===== src/rtl/pipe_hazard_ctrl.sv =====
// Pipeline hazard control: stall merge, multi-cycle op sequencing, exception flush, stall counter.
// Stall/done/abort are combinational this cycle; flush/new_pc/mc_busy register one cycle after the request.
module pipe_hazard_ctrl #(
    parameter int STAGES   = 6,
    parameter int PC_W     = 32,
    parameter int MC_STAGE = 3,
    parameter int MC_LAT   = 32,
    parameter int CNT_W    = 32
) (
    input  logic              clk,
    input  logic              rst,
    input  logic [STAGES-1:0] stall_req,
    input  logic              mc_start,
    input  logic              excp_req,
    input  logic [PC_W-1:0]   excp_pc,
    output logic [STAGES-1:0] stall,
    output logic              flush,
    output logic [PC_W-1:0]   new_pc,
    output logic              mc_busy,
    output logic              mc_done,
    output logic              mc_abort,
    output logic [CNT_W-1:0]  stall_cycles
);

    typedef enum logic [1:0] {
        ST_IDLE    = 2'd0,
        ST_MC_BUSY = 2'd1,
        ST_FLUSH   = 2'd2
    } state_t;

    localparam logic [7:0] LP_MC_LOAD = 8'(MC_LAT - 1);

    state_t             r_state;
    logic [7:0]         r_mc_cnt;
    logic               r_flush;
    logic               r_mc_busy;
    logic [PC_W-1:0]    r_new_pc;
    logic [CNT_W-1:0]   r_stall_cycles;

    logic [STAGES-1:0]  w_eff_req;
    logic [STAGES-1:0]  w_stall;
    logic               w_acc;
    logic               w_in_mc;
    logic               w_mc_last;

    assign w_in_mc   = (r_state == ST_MC_BUSY);
    assign w_mc_last = w_in_mc && (r_mc_cnt == 8'd0);

    // A stalled stage must also hold every stage upstream of it: suffix-OR from the top.
    always_comb begin
        w_eff_req = stall_req;
        if (w_in_mc) begin
            w_eff_req[MC_STAGE] = 1'b1;
        end
        w_acc   = 1'b0;
        w_stall = '0;
        for (int i = STAGES - 1; i >= 0; i--) begin
            w_acc      = w_acc | w_eff_req[i];
            w_stall[i] = w_acc;
        end
        if (rst || (r_state == ST_FLUSH)) begin
            w_stall = '0;
        end
    end

    assign stall        = w_stall;
    assign mc_done      = !rst && w_mc_last && !excp_req;
    assign mc_abort     = !rst && w_in_mc && excp_req;
    assign flush        = r_flush;
    assign new_pc       = r_new_pc;
    assign mc_busy      = r_mc_busy;
    assign stall_cycles = r_stall_cycles;

    always_ff @(posedge clk) begin
        if (rst) begin
            r_state        <= ST_IDLE;
            r_mc_cnt       <= 8'd0;
            r_flush        <= 1'b0;
            r_mc_busy      <= 1'b0;
            r_new_pc       <= '0;
            r_stall_cycles <= '0;
        end else begin
            if ((w_stall != '0) && (r_stall_cycles != '1)) begin
                r_stall_cycles <= r_stall_cycles + CNT_W'(1);
            end

            case (r_state)
                ST_IDLE: begin
                    // Exception takes priority; a co-issued multi-cycle op is silently dropped.
                    if (excp_req) begin
                        r_state  <= ST_FLUSH;
                        r_flush  <= 1'b1;
                        r_new_pc <= excp_pc;
                    end else if (mc_start) begin
                        r_state   <= ST_MC_BUSY;
                        r_mc_busy <= 1'b1;
                        r_mc_cnt  <= LP_MC_LOAD;
                    end
                end
                ST_MC_BUSY: begin
                    if (excp_req) begin
                        r_state   <= ST_FLUSH;
                        r_flush   <= 1'b1;
                        r_new_pc  <= excp_pc;
                        r_mc_busy <= 1'b0;
                        r_mc_cnt  <= 8'd0;
                    end else if (r_mc_cnt == 8'd0) begin
                        r_state   <= ST_IDLE;
                        r_mc_busy <= 1'b0;
                    end else begin
                        r_mc_cnt <= r_mc_cnt - 8'd1;
                    end
                end
                ST_FLUSH: begin
                    r_state <= ST_IDLE;
                    r_flush <= 1'b0;
                end
                default: begin
                    r_state   <= ST_IDLE;
                    r_flush   <= 1'b0;
                    r_mc_busy <= 1'b0;
                    r_mc_cnt  <= 8'd0;
                end
            endcase
        end
    end

endmodule


===== config.mk =====
export PLATFORM = sky130hd
export DESIGN_NAME = pipe_hazard_ctrl
export DESIGN_NICKNAME = d
export VERILOG_FILES = /design/src/rtl/pipe_hazard_ctrl.sv
export SDC_FILE = /design/constraint.sdc
export NUM_CORES = 1
export LEC_CHECK = 0
export BUFFER_PORTS_ARGS = -buffer_cell sky130_fd_sc_hd__buf_2
export CAP_MARGIN = 20
export CORE_MARGIN = 2
export CORE_UTILIZATION = 46
export DETAILED_ROUTE_END_ITERATION = 7
export GPL_ROUTABILITY_DRIVEN = 0
export GPL_TIMING_DRIVEN = 0
export PLACE_DENSITY = 0.77
export SLEW_MARGIN = 20
export SYNTH_ARGS = -nofsm -noshare
export SYNTH_HDL_FRONTEND = slang
export SYNTH_SLANG_ARGS = --single-unit
export TNS_END_PERCENT = 100

===== constraint.sdc =====
create_clock -name clk -period 1.9 [get_ports clk]
set_clock_uncertainty 0.1 [all_clocks]
set_input_delay 0.19 -clock clk [delete_from_list [all_inputs] [get_ports clk]]
set_output_delay 0.19 -clock clk [all_outputs]
set_load 0.03 [all_outputs]

After elaboration in Yosys (flattened, before gate mapping)
Index checks and enable logic that the tools add are counted.
{"block": "word_totals", "regBits": 76, "latchBits": 0, "ramBits": 0, "rom_bits": 0, "in_bits": 42, "output_inout_bits": 74, "wordCells": 58, "mem_count": 0}
{"block": "classes", "n_addsub": 2, "multipliers": 0, "div_mod_pow": 0, "n_lt_le_gt_ge": 0, "n_eq_ne": 8, "shift": 0, "muxes": 17, "n_bitwise": 7, "reduce_logical": 18}
{"operator": "$add 32x1->32 const B", "count": 1}
{"operator": "$mux 8", "count": 4}
{"operator": "$ne 32x32->1 const B", "count": 1}
{"operator": "$pmux 8 s3", "count": 1}
{"operator": "$logic_not 8->1", "count": 1}
{"operator": "$mux 2", "count": 4}
{"operator": "$reduce_and 4->1", "count": 2}
{"operator": "$sub 8x1->8 const B", "count": 1}
{"operator": "$logic_and 1x1->1", "count": 6}
{"operator": "$mux 6", "count": 1}
{"operator": "$ne 3x3->1 const B", "count": 2}
{"operator": "$reduce_bool 6->1", "count": 1}
{"operator": "$mux 1", "count": 5}
{"operator": "$or 1x1->1", "count": 5}
{"operator": "$ne 2x2->1 const B", "count": 2}
{"operator": "$pmux 2 s2", "count": 1}
{"operator": "$reduce_and 2->1", "count": 2}
{"operator": "$reduce_or 2->1", "count": 2}
{"operator": "$ne 3x2->1 const B", "count": 1}
{"operator": "$pmux 1 s3", "count": 1}
{"operator": "$eq 2x1->1 const B", "count": 1}
{"operator": "$eq 2x2->1 const B", "count": 1}
{"operator": "$logic_not 1->1", "count": 2}
{"operator": "$logic_not 2->1", "count": 1}
{"operator": "other kinds (2)", "count": 3}

Longest topological paths before layout
Gate-level depths: netlist of the first run.
{"block": "depth", "word_depth": 9, "depth_mapped": 9, "depth_no_buf": 7}

Worst setup path after synthesis of the first run
OpenSTA, ideal clock, no wires.
{"block": "synth_path", "path_type": "register to output", "from": "register r_mc_cnt[0]", "to": "output mc_done", "arrival_ns": 1.947, "t_required_ns": 1.610, "slack_ns": -0.337, "path_stages_with_launch": 6, "path_buffers": 0, "cell_sequence": "dfxtp_1 > inv_1 > ha_1 > or3b_2 > or2_1 > nor3_1"}
{"block": "synth_between", "elab_chain_cells": 4}
{"element": "start, declared", "line_no": "34", "rtl": "logic [7:0] r_mc_cnt;"}
{"element": "start signal, assigned", "line_no": "111", "rtl": "r_mc_cnt <= r_mc_cnt - 8'd1;"}
{"element": "$logic_not 8->1", "line_no": "47", "rtl": "assign w_mc_last = w_in_mc && (r_mc_cnt == 8'd0);"}
{"element": "$logic_and 1x1->1", "line_no": "47"}
{"element": "$logic_and 1x1->1 (2 in a row)", "line_no": "67", "rtl": "assign mc_done = !rst && w_mc_last && !excp_req;"}
{"element": "end, declared", "line_no": "20", "rtl": "output logic mc_done,"}
No other way between the ends.

Final worst setup path of the first run
{"block": "layout_path", "from": "register r_mc_cnt[6]", "to": "output mc_done"}
Same word-level chain as after synthesis.

==> implementation parameters, run 1 <==
Parameter                              Value

Die
  Die boundary height ... 93.6 um
  Initial Util ... 47.6%
  Area inside the core boundary ... 7770 um2
  Total I/O pin count ... 116
  Total Die Area ... 8770 um2
  X dimension of the die ... 93.6 um
  Number of cell rows ... 32

Yosys
  Cell accounting for the most synthesized area ... sky130_fd_sc_hd__dfxtp_1
  Cell variety after synth ... 54
  Syn Inst Count ... 447
  Synthesis warning total ... 0
  Number of enable flip-flop cells after synthesis ... 0
  Syn_area_per_cell ... 8.27 um2
  Most used flip-flop cell after synthesis ... sky130_fd_sc_hd__dfxtp_1
  Seq cells post-synth ... 76
  Part of the Yosys area used for sequential elements ... 41.2%
  Combined area of all synthesized cells ... 3700 um2
  Ys async rst share ... 0%
  Synthesized net count ... 492
  Largest cells by area after synthesis ... sky130_fd_sc_hd__dfxtp_1, sky130_fd_sc_hd__nand2_1, sky130_fd_sc_hd__a21oi_1, sky130_fd_sc_hd__or4_1, sky130_fd_sc_hd__o31ai_1
  Share of the synthesized area in the top cell type ... 41.2%

Final layout
  Area growth, synth to finish ... 64.8%
  Nets@finish ... 709
  Most used cells in the layout excluding fill and tap cells ... sky130_fd_sc_hd__buf_2, sky130_fd_sc_hd__nand2_1, sky130_fd_sc_hd__a21oi_1, sky130_fd_sc_hd__buf_4, sky130_fd_sc_hd__dfxtp_1
  Ant. Diodes ... 0
  Share of layout cells above drive strength 1 ... 50.4%
  Post-route non-filler standard cell count ... 771
  Commonest non-fill, non-tap cell in the layout ... sky130_fd_sc_hd__buf_2

Placement
  Cell count after placement ... 663
  Minimum setup slack after placement ... -351 ps
  Number of port buffers ... 114
  DP HPWL ... 7.65 mm

GRT
  Via count of the first global-routing pass ... 4266
  Number of antenna violations at the first check in global routing ... 0
  Residual overflow from global routing ... 0
  Wire length of the first global-routing pass ... 20.5 mm
  Maximum number of pins on one net before global-route repair ... 17
  Gr usage total ... 29.3%

Pwr
  Total power density per cell area ... 654 nW/um2
  Post-layout total power ... 0.00398 W
  Reported leakage power ... 2.57 nW
  Largest voltage drop on the vdd net ... 0.587 mV

Routing
  Total detailed-routing wirelength ... 15.1 mm
  Via-per-instance ratio ... 6.08
  DRC marker count from the first detailed-route iteration ... 405
  Via count ... 4689
  Iteration count of the initial detailed-routing pass ... 5
  Final ANT Viol Nets ... 0
  Total DRC errors in the routed layout ... 0
  Routed wirelength normalized by instance count ... 19.6 um

STA
  Setup Viol. Count Final ... 23
  Final Cycle Share ... 110%
  RSZ-0062 raised after global routing ... true
  Measured slew at the worst slew-check pin ... 540 ps
  Max_slew headroom ... 64.0%
  Max frequency ... 480 MHz
  Smallest setup slack after layout ... -185 ps
  Summed negative setup slack over all endpoints ... -1070 ps
  Max Transition Viols Final ... 0
  Clock period minus worst slack ... 2080 ps
  Final Hold Slack ... 77.3 ps
  Count of final hold-check violations ... 0

Clock network
  H-tree level count ... 3
  Clock tree buffer depth ... 2
  Clock buffers created by TritonCTS ... 9
  Clock insertion delay at the later pin of the skew report ... 360 ps
  Clock root cell ... sky130_fd_sc_hd__clkbuf_8
  CTS tree ... yes
  CTS clock-pin slew for the worst setup and hold paths ... 90 ps
  Number of clock sinks seen by CTS ... 76

Worst setup path
  Crit. End Element ... primary output
  Critical Path AT ... 1790 ps
  Path type of the worst setup path ... reg2out
  Category of the worst setup path launch point ... flip-flop
  Largest driver fanout on the critical path ... 2
  Register-to-register path setup slack ... -110 ps
  Data required time of the worst path ... 1610 ps

Run status
  Status ... finished with violations
  Violated checks ... negative setup slack

Flow run
  Max capacitance violation total ... 0

Hold path
  Hold Crit Class ... in2reg
[logic make-up (layout without fill, tap and decap cells)]
family,after synthesis,count (layout),share of synthesized area (%)
adders and majority gates,5,5,1.56
muxes,7,7,2.34
AOI/OAI and AO/OA,107,107,17.8
xor gates and xnor gates,4,4,0.948
and+or+nand+nor,211,211,31.6
buffers and inverters,37,259,4.64
DFF,76,76,41.2
[power by group]
part / internal (W) / switching (W) / leakage, nW
logic: 0.000390 / 0.000532 / 1.81
registers: 0.00164 / 0.0000613 / 0.644
clock network: 0.000645 / 0.000722 / 0.109
total: 0.00267 / 0.00131 / 2.57
[per-stage QoR]
step / instance area [um2] / utilization, %
4_1_cts: 5610 / 72.3
3_3_place_gp: 4490 / 57.8
3_5_place_dp: 4490 / 57.8
6_report: 6090 / 78.4
5_1_grt: 6090 / 78.4
2_1_floorplan: 3790 / -
[synth_stat cells, drive strengths merged, types with 4 or more instances]
cell type / number
o21ai: 12
nor4: 9
xnor2: 4
nor3: 8
buf: 11
mux2: 7
or3: 4
or4: 20
nand3: 16
nor2: 28
clkbuf: 18
nor2b: 6
o31ai: 19
o311ai: 4
and4: 6
and3: 6
nand4: 14
nand2: 81
dfxtp: 76
a21oi: 60
inv: 8
[flip-flops by register name, indices dropped and copies added, names as in the netlist]
signal	flops
mc_busy	1
new_pc	32
stall_cycles	32
r_state	2
r_mc_cnt	8
flush	1
[critical path: stages (launching register included)]
cell	delay [ps]
sky130_fd_sc_hd__dfxtp_2	340
sky130_fd_sc_hd__or4_4	540
sky130_fd_sc_hd__or2_4	280
sky130_fd_sc_hd__nor3_4	120
sky130_fd_sc_hd__buf_6	150
[path summary, 6_finish.rpt]
check / to / cells after the start / from
max: mc_done / 4 / r_mc_cnt[6]$_SDFFE_PP0P_
min: r_state[0]$_SDFFE_PP0P_ / 3 / mc_start
max reg2reg: stall_cycles[28]$_SDFFE_PP0P_ / 6 / stall_cycles[9]$_SDFFE_PP0P_
min reg2reg: new_pc[6]$_SDFFE_PP0P_ / 2 / new_pc[6]$_SDFFE_PP0P_
[repair_timing]
action | CTS | global route
resized for setup | 70 | 93
hold buffers | 32 | 0
gates cloned | 1 | 2
endpoints found under the hold margin | 32 | 0
setup endpoints to repair | 45 | 49
pin swaps | 26 | 52
buffers inserted | 44 | 18
[routing by layer]
| layer | up-vias | part of all wire (%) | global-route usage (%) |
|---|---|---|---|
| li1 | 2071 | - | - |
| met1 | 2227 | 37 | 34.7 |
| met2 | 315 | 48 | 51.0 |
| met3 | 76 | 9.2 | 6.61 |
| met4 | 0 | 4.9 | 12.1 |
| met5 | - | 0 | 0 |
[area by class of cell]
cell class / instances / area (um2)
plain buffers: 25 / 164
clock buffers: 9 / 124
clock inverters: 7 / 87.6
fillers: 470 / 1680
inverters: 8 / 35.0
multi-input cells: 334 / 2450
flip-flops and latches: 76 / 1630
well taps: 102 / 128
repair buffers: 210 / 1480
No activity file was read; power rests on OpenSTA's default activity.
==> run 2: changes to the inputs <==
--- a/config.mk
+++ b/config.mk
@@ -5,14 +5,16 @@
 export SDC_FILE = /design/constraint.sdc
 export NUM_CORES = 1
 export LEC_CHECK = 0
+export ABC_AREA = 1
 export BUFFER_PORTS_ARGS = -buffer_cell sky130_fd_sc_hd__buf_2
 export CAP_MARGIN = 20
 export CORE_MARGIN = 2
-export CORE_UTILIZATION = 46
+export CORE_UTILIZATION = 47
 export DETAILED_ROUTE_END_ITERATION = 7
 export GPL_ROUTABILITY_DRIVEN = 0
 export GPL_TIMING_DRIVEN = 0
 export PLACE_DENSITY = 0.77
+export REMOVE_ABC_BUFFERS = 1
 export SLEW_MARGIN = 20
 export SYNTH_ARGS = -nofsm -noshare
 export SYNTH_HDL_FRONTEND = slang
==> implementation parameters, run 2 <==
Parameter                              Value

GRT
  Maximum number of pins on one net before global-route repair ... 41 (+24)
  Via count of the first global-routing pass ... 4477 (+4.9%)
  Grt met1 use ... 35.0% (+0.27 points)
  Number of antenna violations at the first check in global routing ... 0 (unchanged)
  Global routing usage on met2 ... 48.4% (-2.6 points)
  Residual overflow from global routing ... 0 (unchanged)
  Wire length of the first global-routing pass ... 20.7 mm (+0.64%)
  Gr usage total ... 28.6% (-0.75 points)
  Routing layer with the top usage in global route ... met2
  Global routing usage on met3 ... 7.44% (+0.83 points)

Die
  Total I/O pin count ... 116 (unchanged)
  Area inside the core boundary ... 8220 um2 (+5.8%)
  Initial Util ... 48.7% (+1.1 points)
  Die boundary height ... 96.3 um (+2.8%)
  Number of cell rows ... 33 (+3.1%)
  Total Die Area ... 9270 um2 (+5.8%)
  X dimension of the die ... 96.3 um (+2.8%)

Yosys
  Share of the synthesized area in the top cell type ... 38.0% (-3.2 points)
  Cell variety after synth ... 29 (-46%)
  Largest family of logic cells by synthesized area ... simple AND/OR/NAND/NOR gates
  Largest cells by area after synthesis ... sky130_fd_sc_hd__dfxtp_1, sky130_fd_sc_hd__nand2_1, sky130_fd_sc_hd__nor2_1, sky130_fd_sc_hd__o21ai_0, sky130_fd_sc_hd__inv_1
  Ys async rst share ... 0% (unchanged)
  Area share of xor/xnor cells in the synthesized design ... 1.97% (+1.0 points)
  Fraction of the mapped netlist area in adder cells ... 0.938% (-0.62 points)
  Cell accounting for the most synthesized area ... sky130_fd_sc_hd__dfxtp_1
  Syn Inst Count ... 622 (+39%)
  Share of synthesized cell area in and, or, nand and nor gates ... 39.4% (+7.9 points)
  Fraction of synthesized area in multiplexers ... 0% (-2.3 points)
  Synthesis warning total ... 0 (unchanged)
  Part of the Yosys area used for sequential elements ... 38.0% (-3.2 points)
  Area fraction in compound gates after synthesis ... 12.3% (-5.5 points)
  Syn_area_per_cell ... 6.44 um2 (-22%)
  Number of enable flip-flop cells after synthesis ... 0 (unchanged)
  Seq cells post-synth ... 76 (unchanged)
  Most used flip-flop cell after synthesis ... sky130_fd_sc_hd__dfxtp_1
  Ranking of synthesized cells by instance count ... sky130_fd_sc_hd__nand2_1, sky130_fd_sc_hd__nor2_1, sky130_fd_sc_hd__dfxtp_1
  Most frequently used cell type in the post-synthesis netlist ... sky130_fd_sc_hd__nand2_1
  Combined area of all synthesized cells ... 4000 um2 (+8.3%)

Worst setup path
  Category of the worst setup path launch point ... flip-flop
  Timing startpoint of the critical path ... r_state[0]$_SDFFE_PP0P_
  Critical Path, Cell by Cell ... inv_1, a21oi_2, nand2_4, buf_4, nand3_1, buf_2
  Data required time of the worst path ... 1610 ps (about the same)
  Delay of the slowest cell on the worst path ... 380 ps (-160 ps)
  Largest driver fanout on the critical path ... 5 (+3)
  Critical Path AT ... 1570 ps (-220 ps)
  Crit. End Element ... primary output
  Start of the worst register-to-register path ... stall_cycles[5]$_SDFFE_PP0P_
  Crit path max-delay cell type ... sky130_fd_sc_hd__dfxtp_4
  Path type of the worst setup path ... reg2out

Routing
  Routed wirelength normalized by instance count ... 15.1 um (-23%)
  Via count ... 4786 (+2.1%)
  Total detailed-routing wirelength ... 13.5 mm (-11%)
  Total DRC errors in the routed layout ... 0 (unchanged)
  Final ANT Viol Nets ... 0 (unchanged)
  Iteration count of the initial detailed-routing pass ... 6 (+1)
  DRC marker count from the first detailed-route iteration ... 462 (+14%)
  Via-per-instance ratio ... 5.35 (-12%)

Pwr
  Switch share ... 33.4% (+0.37 points)
  Post-layout total power ... 0.00393 W (-1.3%)
  Seq pwr share ... 44.3% (+1.7 points)
  Total power density per cell area ... 710 nW/um2 (+8.5%)
  Combinational group share of total power ... 21.4% (-1.7 points)
  Largest voltage drop on the vdd net ... 0.597 mV (+1.8%)
  Clock power frac ... 34.3% (about the same)
  Internal ... 0.00262 W (-1.8%)
  Net switching power ... 0.00131 W (-0.17%)
  Reported leakage power ... 2.44 nW (-5.1%)

Final layout
  Area growth, synth to finish ... 38.4%
  Share of layout cells above drive strength 1 ... 27.4% (-23 points)
  Non-Filler Cell Area, Final ... 5540 um2 (-9.0%)
  Most used cells in the layout excluding fill and tap cells ... sky130_fd_sc_hd__nand2_1, sky130_fd_sc_hd__nor2_1, sky130_fd_sc_hd__buf_2
  Commonest non-fill, non-tap cell in the layout ... sky130_fd_sc_hd__nand2_1
  Ant. Diodes ... 0 (unchanged)
  Nets@finish ... 829 (+17%)

Clock network
  Clock root cell ... sky130_fd_sc_hd__clkbuf_8
  Clock buffers created by TritonCTS ... 9 (unchanged)
  Clock insertion delay at the later pin of the skew report ... 360 ps (about the same)
  Clock tree buffer depth ... 2 (unchanged)
  Number of clock sinks seen by CTS ... 76 (unchanged)
  H-tree level count ... 3 (unchanged)
  CTS clock-pin slew for the worst setup and hold paths ... 90 ps (about the same)
  CTS tree ... yes

STA
  Setup Viol. Count Final ... 0 (-100%)
  Count of final hold-check violations ... 0 (unchanged)
  Final Cycle Share ... 97.9% (-12 points)
  Clock period minus worst slack ... 1860 ps (-224 ps)
  Max Transition Viols Final ... 0 (unchanged)
  Measured slew at the worst slew-check pin ... 729 ps (+190 ps)
  Max frequency ... 537 MHz (+12%)
  Max_slew headroom ... 51.1% (-13 points)

Hold path
  Hold Crit Class ... in2reg
  Hold path startpoint ... excp_req

Placement
  Post-place instance area ... 4600 um2 (+2.4%)
  Number of port buffers ... 115 (+0.88%)
  DP HPWL ... 7.67 mm (+0.31%)

Flow run
  Max capacitance violation total ... 0 (unchanged)

Run status
  Status ... completed
## run 2: power by group through the flow
stage	Sequential [W]	Combinational, W	Clock, W
after floorplan	0.00189	0.000297	0
after global placement	0.00176	0.000624	0
after detailed placement	0.00177	0.000645	0
after CTS	0.00174	0.000765	0.00136
after global routing	0.00175	0.000905	0.00143
final	0.00174	0.000841	0.00135
## run 2: cell families (layout without fill, tap and decap cells)
family	Yosys count	in the layout
XOR/XNOR	9	9
AO/OA/AOI/OAI	89	89
AND/OR/NAND/NOR	377	380
adder cells (fa/ha/maj)	3	3
flip-flops	76	76
buffers and inverters	68	232
## run 2: cell type report
| type | count | area [um2] |
|---|---|---|
| fill | 674 | 2680 |
| clock buffer | 9 | 124 |
| inverter | 45 | 179 |
| multi-input combinational | 481 | 2340 |
| clock inverter | 7 | 87.6 |
| timing repair inverter | 3 | 17.5 |
| timing repair buffer | 168 | 1120 |
| tap | 105 | 131 |
| sequential | 76 | 1550 |
## run 2: routing by layer
layer / wire [um] / up-vias
li1: - / 2318
met5: 0 / -
met3: 1300 / 35
met2: 6570 / 229
met1: 5300 / 2204
met4: 310 / 0
## run 2: worst paths after layout
kind | cells after the start | to | slack [ps]
max | 6 | stall[1] | 40
min | 3 | flush$_SDFFE_PP0P_ | 60
max reg2reg | 9 | stall_cycles[22]$_SDFFE_PP0P_ | 50
min reg2reg | 2 | r_mc_cnt[3]$_SDFFE_PP0P_ | 400
## run 2: worst max-delay path: cells and delay by family (launching register included)
family / cells / cell delay, ps
flops: 1 / 380
simple gates: 2 / 180
compound gates: 1 / 220
buf+inv: 3 / 420
## run 2: per-stage QoR
step	TNS [ps]	utilization, %	hold slack, ps	cells	setup WS (ps)
after CTS	0	64.6	21.9	880	3.65
after global routing	-285	67.4	53.9	894	-78.4
final	0	67.4	57.7	894	39.2
after detailed placement	-88010	56.0	319	820	-2580
after floorplan	-33230	-	152	599	-861
after global placement	-116960	55.8	311	819	-2480
## run 2: repair_timing
item / in CTS / in global routing
gates cloned: 5 / 2
hold endpoints to repair: 32 / 0
setup endpoints to repair: 72 / 68
hold buffers: 32 / 0
pin swaps: 3 / 7
buffers inserted: 7 / 12
resized for setup: 22 / 31
==> run 3: changes to the inputs <==
--- a/config.mk
+++ b/config.mk
@@ -5,11 +5,10 @@
 export SDC_FILE = /design/constraint.sdc
 export NUM_CORES = 1
 export LEC_CHECK = 0
-export ABC_AREA = 1
 export BUFFER_PORTS_ARGS = -buffer_cell sky130_fd_sc_hd__buf_2
 export CAP_MARGIN = 20
 export CORE_MARGIN = 2
-export CORE_UTILIZATION = 47
+export CORE_UTILIZATION = 46
 export DETAILED_ROUTE_END_ITERATION = 7
 export GPL_ROUTABILITY_DRIVEN = 0
 export GPL_TIMING_DRIVEN = 0
==> implementation parameters, run 3 (synthesis results as in run 1) <==
Parameter                              Value

STA
  Final Cycle Share ... 113% (+15 points)
  RSZ-0062 raised after global routing ... true
  Count of final hold-check violations ... 0 (unchanged)
  Smallest setup slack after layout ... -249 ps (-288 ps)
  Measured slew at the worst slew-check pin ... 688 ps (-41.0 ps)
  Clock period minus worst slack ... 2150 ps (+288 ps)
  Max Transition Viols Final ... 0 (unchanged)
  Setup Viol. Count Final ... 30 (+30)
  Max frequency ... 465 MHz (-13%)
  Final Hold Slack ... 14.9 ps (-42.8 ps)
  Max_slew headroom ... 54.1% (+3.0 points)

Die
  Initial Util ... 47.6% (-1.1 points)
  Area inside the core boundary ... 7770 um2 (-5.5%)
  Number of cell rows ... 32 (-3.0%)
  Die boundary height ... 93.6 um (-2.8%)
  X dimension of the die ... 93.6 um (-2.8%)
  Total Die Area ... 8770 um2 (-5.4%)
  Total I/O pin count ... 116 (unchanged)

Final layout
  Ant. Diodes ... 0 (unchanged)
  Share of layout cells above drive strength 1 ... 50.8% (+23 points)
  Fillers ... 482 (-28%)
  Area growth, synth to finish ... 64.2%
  Nets@finish ... 697 (-16%)
  Commonest non-fill, non-tap cell in the layout ... sky130_fd_sc_hd__buf_2
  Post-route non-filler standard cell count ... 759 (-15%)
  Fraction of the core area covered by cells at the end of the flow ... 78.1% (+11 points)
  Most used cells in the layout excluding fill and tap cells ... sky130_fd_sc_hd__buf_2, sky130_fd_sc_hd__nand2_1, sky130_fd_sc_hd__buf_4

Routing
  DRC marker count from the first detailed-route iteration ... 388 (-16%)
  Total detailed-routing wirelength ... 14.4 mm (+6.9%)
  Via count ... 4526 (-5.4%)
  Total DRC errors in the routed layout ... 0 (unchanged)
  Via-per-instance ratio ... 5.96 (+11%)
  Routed wirelength normalized by instance count ... 19.0 um (+26%)
  Iteration count of the initial detailed-routing pass ... 5 (-1)
  Final ANT Viol Nets ... 0 (unchanged)

Clock network
  CTS clock-pin slew for the worst setup and hold paths ... 80 ps (about the same)
  Clock buffers created by TritonCTS ... 9 (unchanged)
  Number of clock sinks seen by CTS ... 76 (unchanged)
  CTS tree ... yes
  Clock root cell ... sky130_fd_sc_hd__clkbuf_8
  H-tree level count ... 3 (unchanged)
  Clock tree buffer depth ... 2 (unchanged)
  Clock insertion delay at the later pin of the skew report ... 360 ps (about the same)

Hold path
  Hold Crit Class ... in2reg

GRT
  Residual overflow from global routing ... 0 (unchanged)
  Gr usage total ... 29.3% (+0.72 points)
  Via count of the first global-routing pass ... 4268 (-4.7%)
  Maximum number of pins on one net before global-route repair ... 80 (+95%)
  Wire length of the first global-routing pass ... 20.4 mm (-1.4%)
  Number of antenna violations at the first check in global routing ... 0 (unchanged)

Worst setup path
  Category of the worst setup path launch point ... flip-flop
  Path type of the worst setup path ... reg2reg
  Delay-heaviest family, CP ... simple AND/OR/NAND/NOR gates
  Count of buffer and inverter cells on the critical path ... 3 (unchanged)
  Critical Path, Cell by Cell ... inv_2, ha_4, or3b_4, buf_4, buf_6, nor4_4, nor3_2, xnor2_1, nor2_1
  Data required time of the worst path ... 2070 ps (+460 ps)
  Delay of the slowest cell on the worst path ... 380 ps (about the same)
  Largest driver fanout on the critical path ... 3 (-2)
  Critical Path AT ... 2320 ps (+750 ps)
  Crit. End Element ... flip-flop
  Crit path max-delay cell type ... sky130_fd_sc_hd__or3b_4

Pwr
  Switch share ... 30.8% (-2.6 points)
  Net switching power ... 0.00122 W (-7.0%)
  Total power density per cell area ... 654 nW/um2 (-7.8%)
  Clock power frac ... 34.9% (+0.6 points)
  Seq pwr share ... 42.9% (-1.4 points)
  Internal ... 0.00275 W (+4.9%)
  Reported leakage power ... 2.59 nW (+6.4%)
  Largest voltage drop on the vdd net ... 0.587 mV (-1.7%)
  Combinational group share of total power ... 22.2% (+0.8 points)

Run status
  Violated checks ... negative setup slack
  Status ... finished with violations

Placement
  Number of port buffers ... 115 (unchanged)
  DP HPWL ... 6.56 mm (-14%)
  Cell count after placement ... 636 (-22%)

Flow run
  Max capacitance violation total ... 0 (unchanged)
run 3: changes by cell type in the layout (fill, tap and decap cells not counted), moves of 10 or more:
cell	change
sky130_fd_sc_hd__o31ai_1	+17
sky130_fd_sc_hd__or4_4	+12
sky130_fd_sc_hd__a21oi_1	+21
sky130_fd_sc_hd__nand2_1	-80
sky130_fd_sc_hd__dfxtp_1	-21
sky130_fd_sc_hd__dfxtp_4	+19
sky130_fd_sc_hd__inv_1	-36
sky130_fd_sc_hd__buf_4	+40
sky130_fd_sc_hd__nor2_1	-116
sky130_fd_sc_hd__buf_6	+10
sky130_fd_sc_hd__o21ai_0	-42
sky130_fd_sc_hd__nand3_1	-14
sky130_fd_sc_hd__nand3b_1	-10
sky130_fd_sc_hd__nand2_2	-11
run 3: final cells by class:
class                      instances  area [um2]  share of cell area [%]
multi-input combinational        337        2510                    41.4
sequential                        76        1620                    26.7
timing repair buffer             220        1560                    25.7
clock buffer                      10         128                    2.10
tap                              102         128                    2.10
clock inverter                     6        87.6                    1.44
inverter                           8        30.0                   0.495
run 3: metrics by stage:
stage	setup TNS (ps)	worst slack (ps)	area (um2)	total power (W)
2_1_floorplan	-15180	-699	3550	0.00213
3_3_place_gp	-56010	-1320	4260	0.00231
3_5_place_dp	-20980	-872	4280	0.00234
4_1_cts	-279	-194	5520	0.00383
5_1_grt	-4270	-316	6070	0.00411
6_report	-2130	-249	6070	0.00397
run 3: final timing paths:
check                      startpoint                        to  slack (ps)  cells past startpoint
max          r_mc_cnt[1]$_SDFFE_PP0P_  r_mc_cnt[7]$_SDFFE_PP0P_        -250                      9
min                          mc_start   r_state[0]$_SDFFE_PP0P_          10                      3
max reg2reg  r_mc_cnt[1]$_SDFFE_PP0P_  r_mc_cnt[7]$_SDFFE_PP0P_        -250                      9
min reg2reg   new_pc[12]$_SDFFE_PP0P_   new_pc[12]$_SDFFE_PP0P_         350                      2
run 3: per-layer routing:
metal / vias up / track usage [%] / part of all wire (%) / routed length (um)
li1: 2043 / - / - / -
met1: 2165 / 34.1 / 38 / 5470
met2: 240 / 52.8 / 51 / 7310
met3: 78 / 4.75 / 5.6 / 809
met4: 0 / 12.6 / 5.7 / 823
met5: - / 0 / 0 / 0
run 3: power groups by stage:
stage	combinational [W]	sequential, W	clock [W]
2_1_floorplan	0.000291	0.00184	0
3_3_place_gp	0.000559	0.00175	0
3_5_place_dp	0.000581	0.00176	0
4_1_cts	0.000739	0.00171	0.00139
5_1_grt	0.000941	0.00171	0.00146
6_report	0.000882	0.00170	0.00139
run 3: worst min-delay path: cells and delay by family:
family | cells | cell delay (ps)
buffers and inverters | 1 | 100
AND/OR/NAND/NOR | 1 | 80
AO/OA/AOI/OAI | 1 | 60
run 3: repair_timing:
item | in CTS | in global routing
setup endpoints to repair | 48 | 44
pin swaps | 28 | 44
hold endpoints to repair | 32 | 0
hold buffers | 32 | 0
gates cloned | 3 | 0
resized for setup | 86 | 84
buffers inserted | 48 | 26
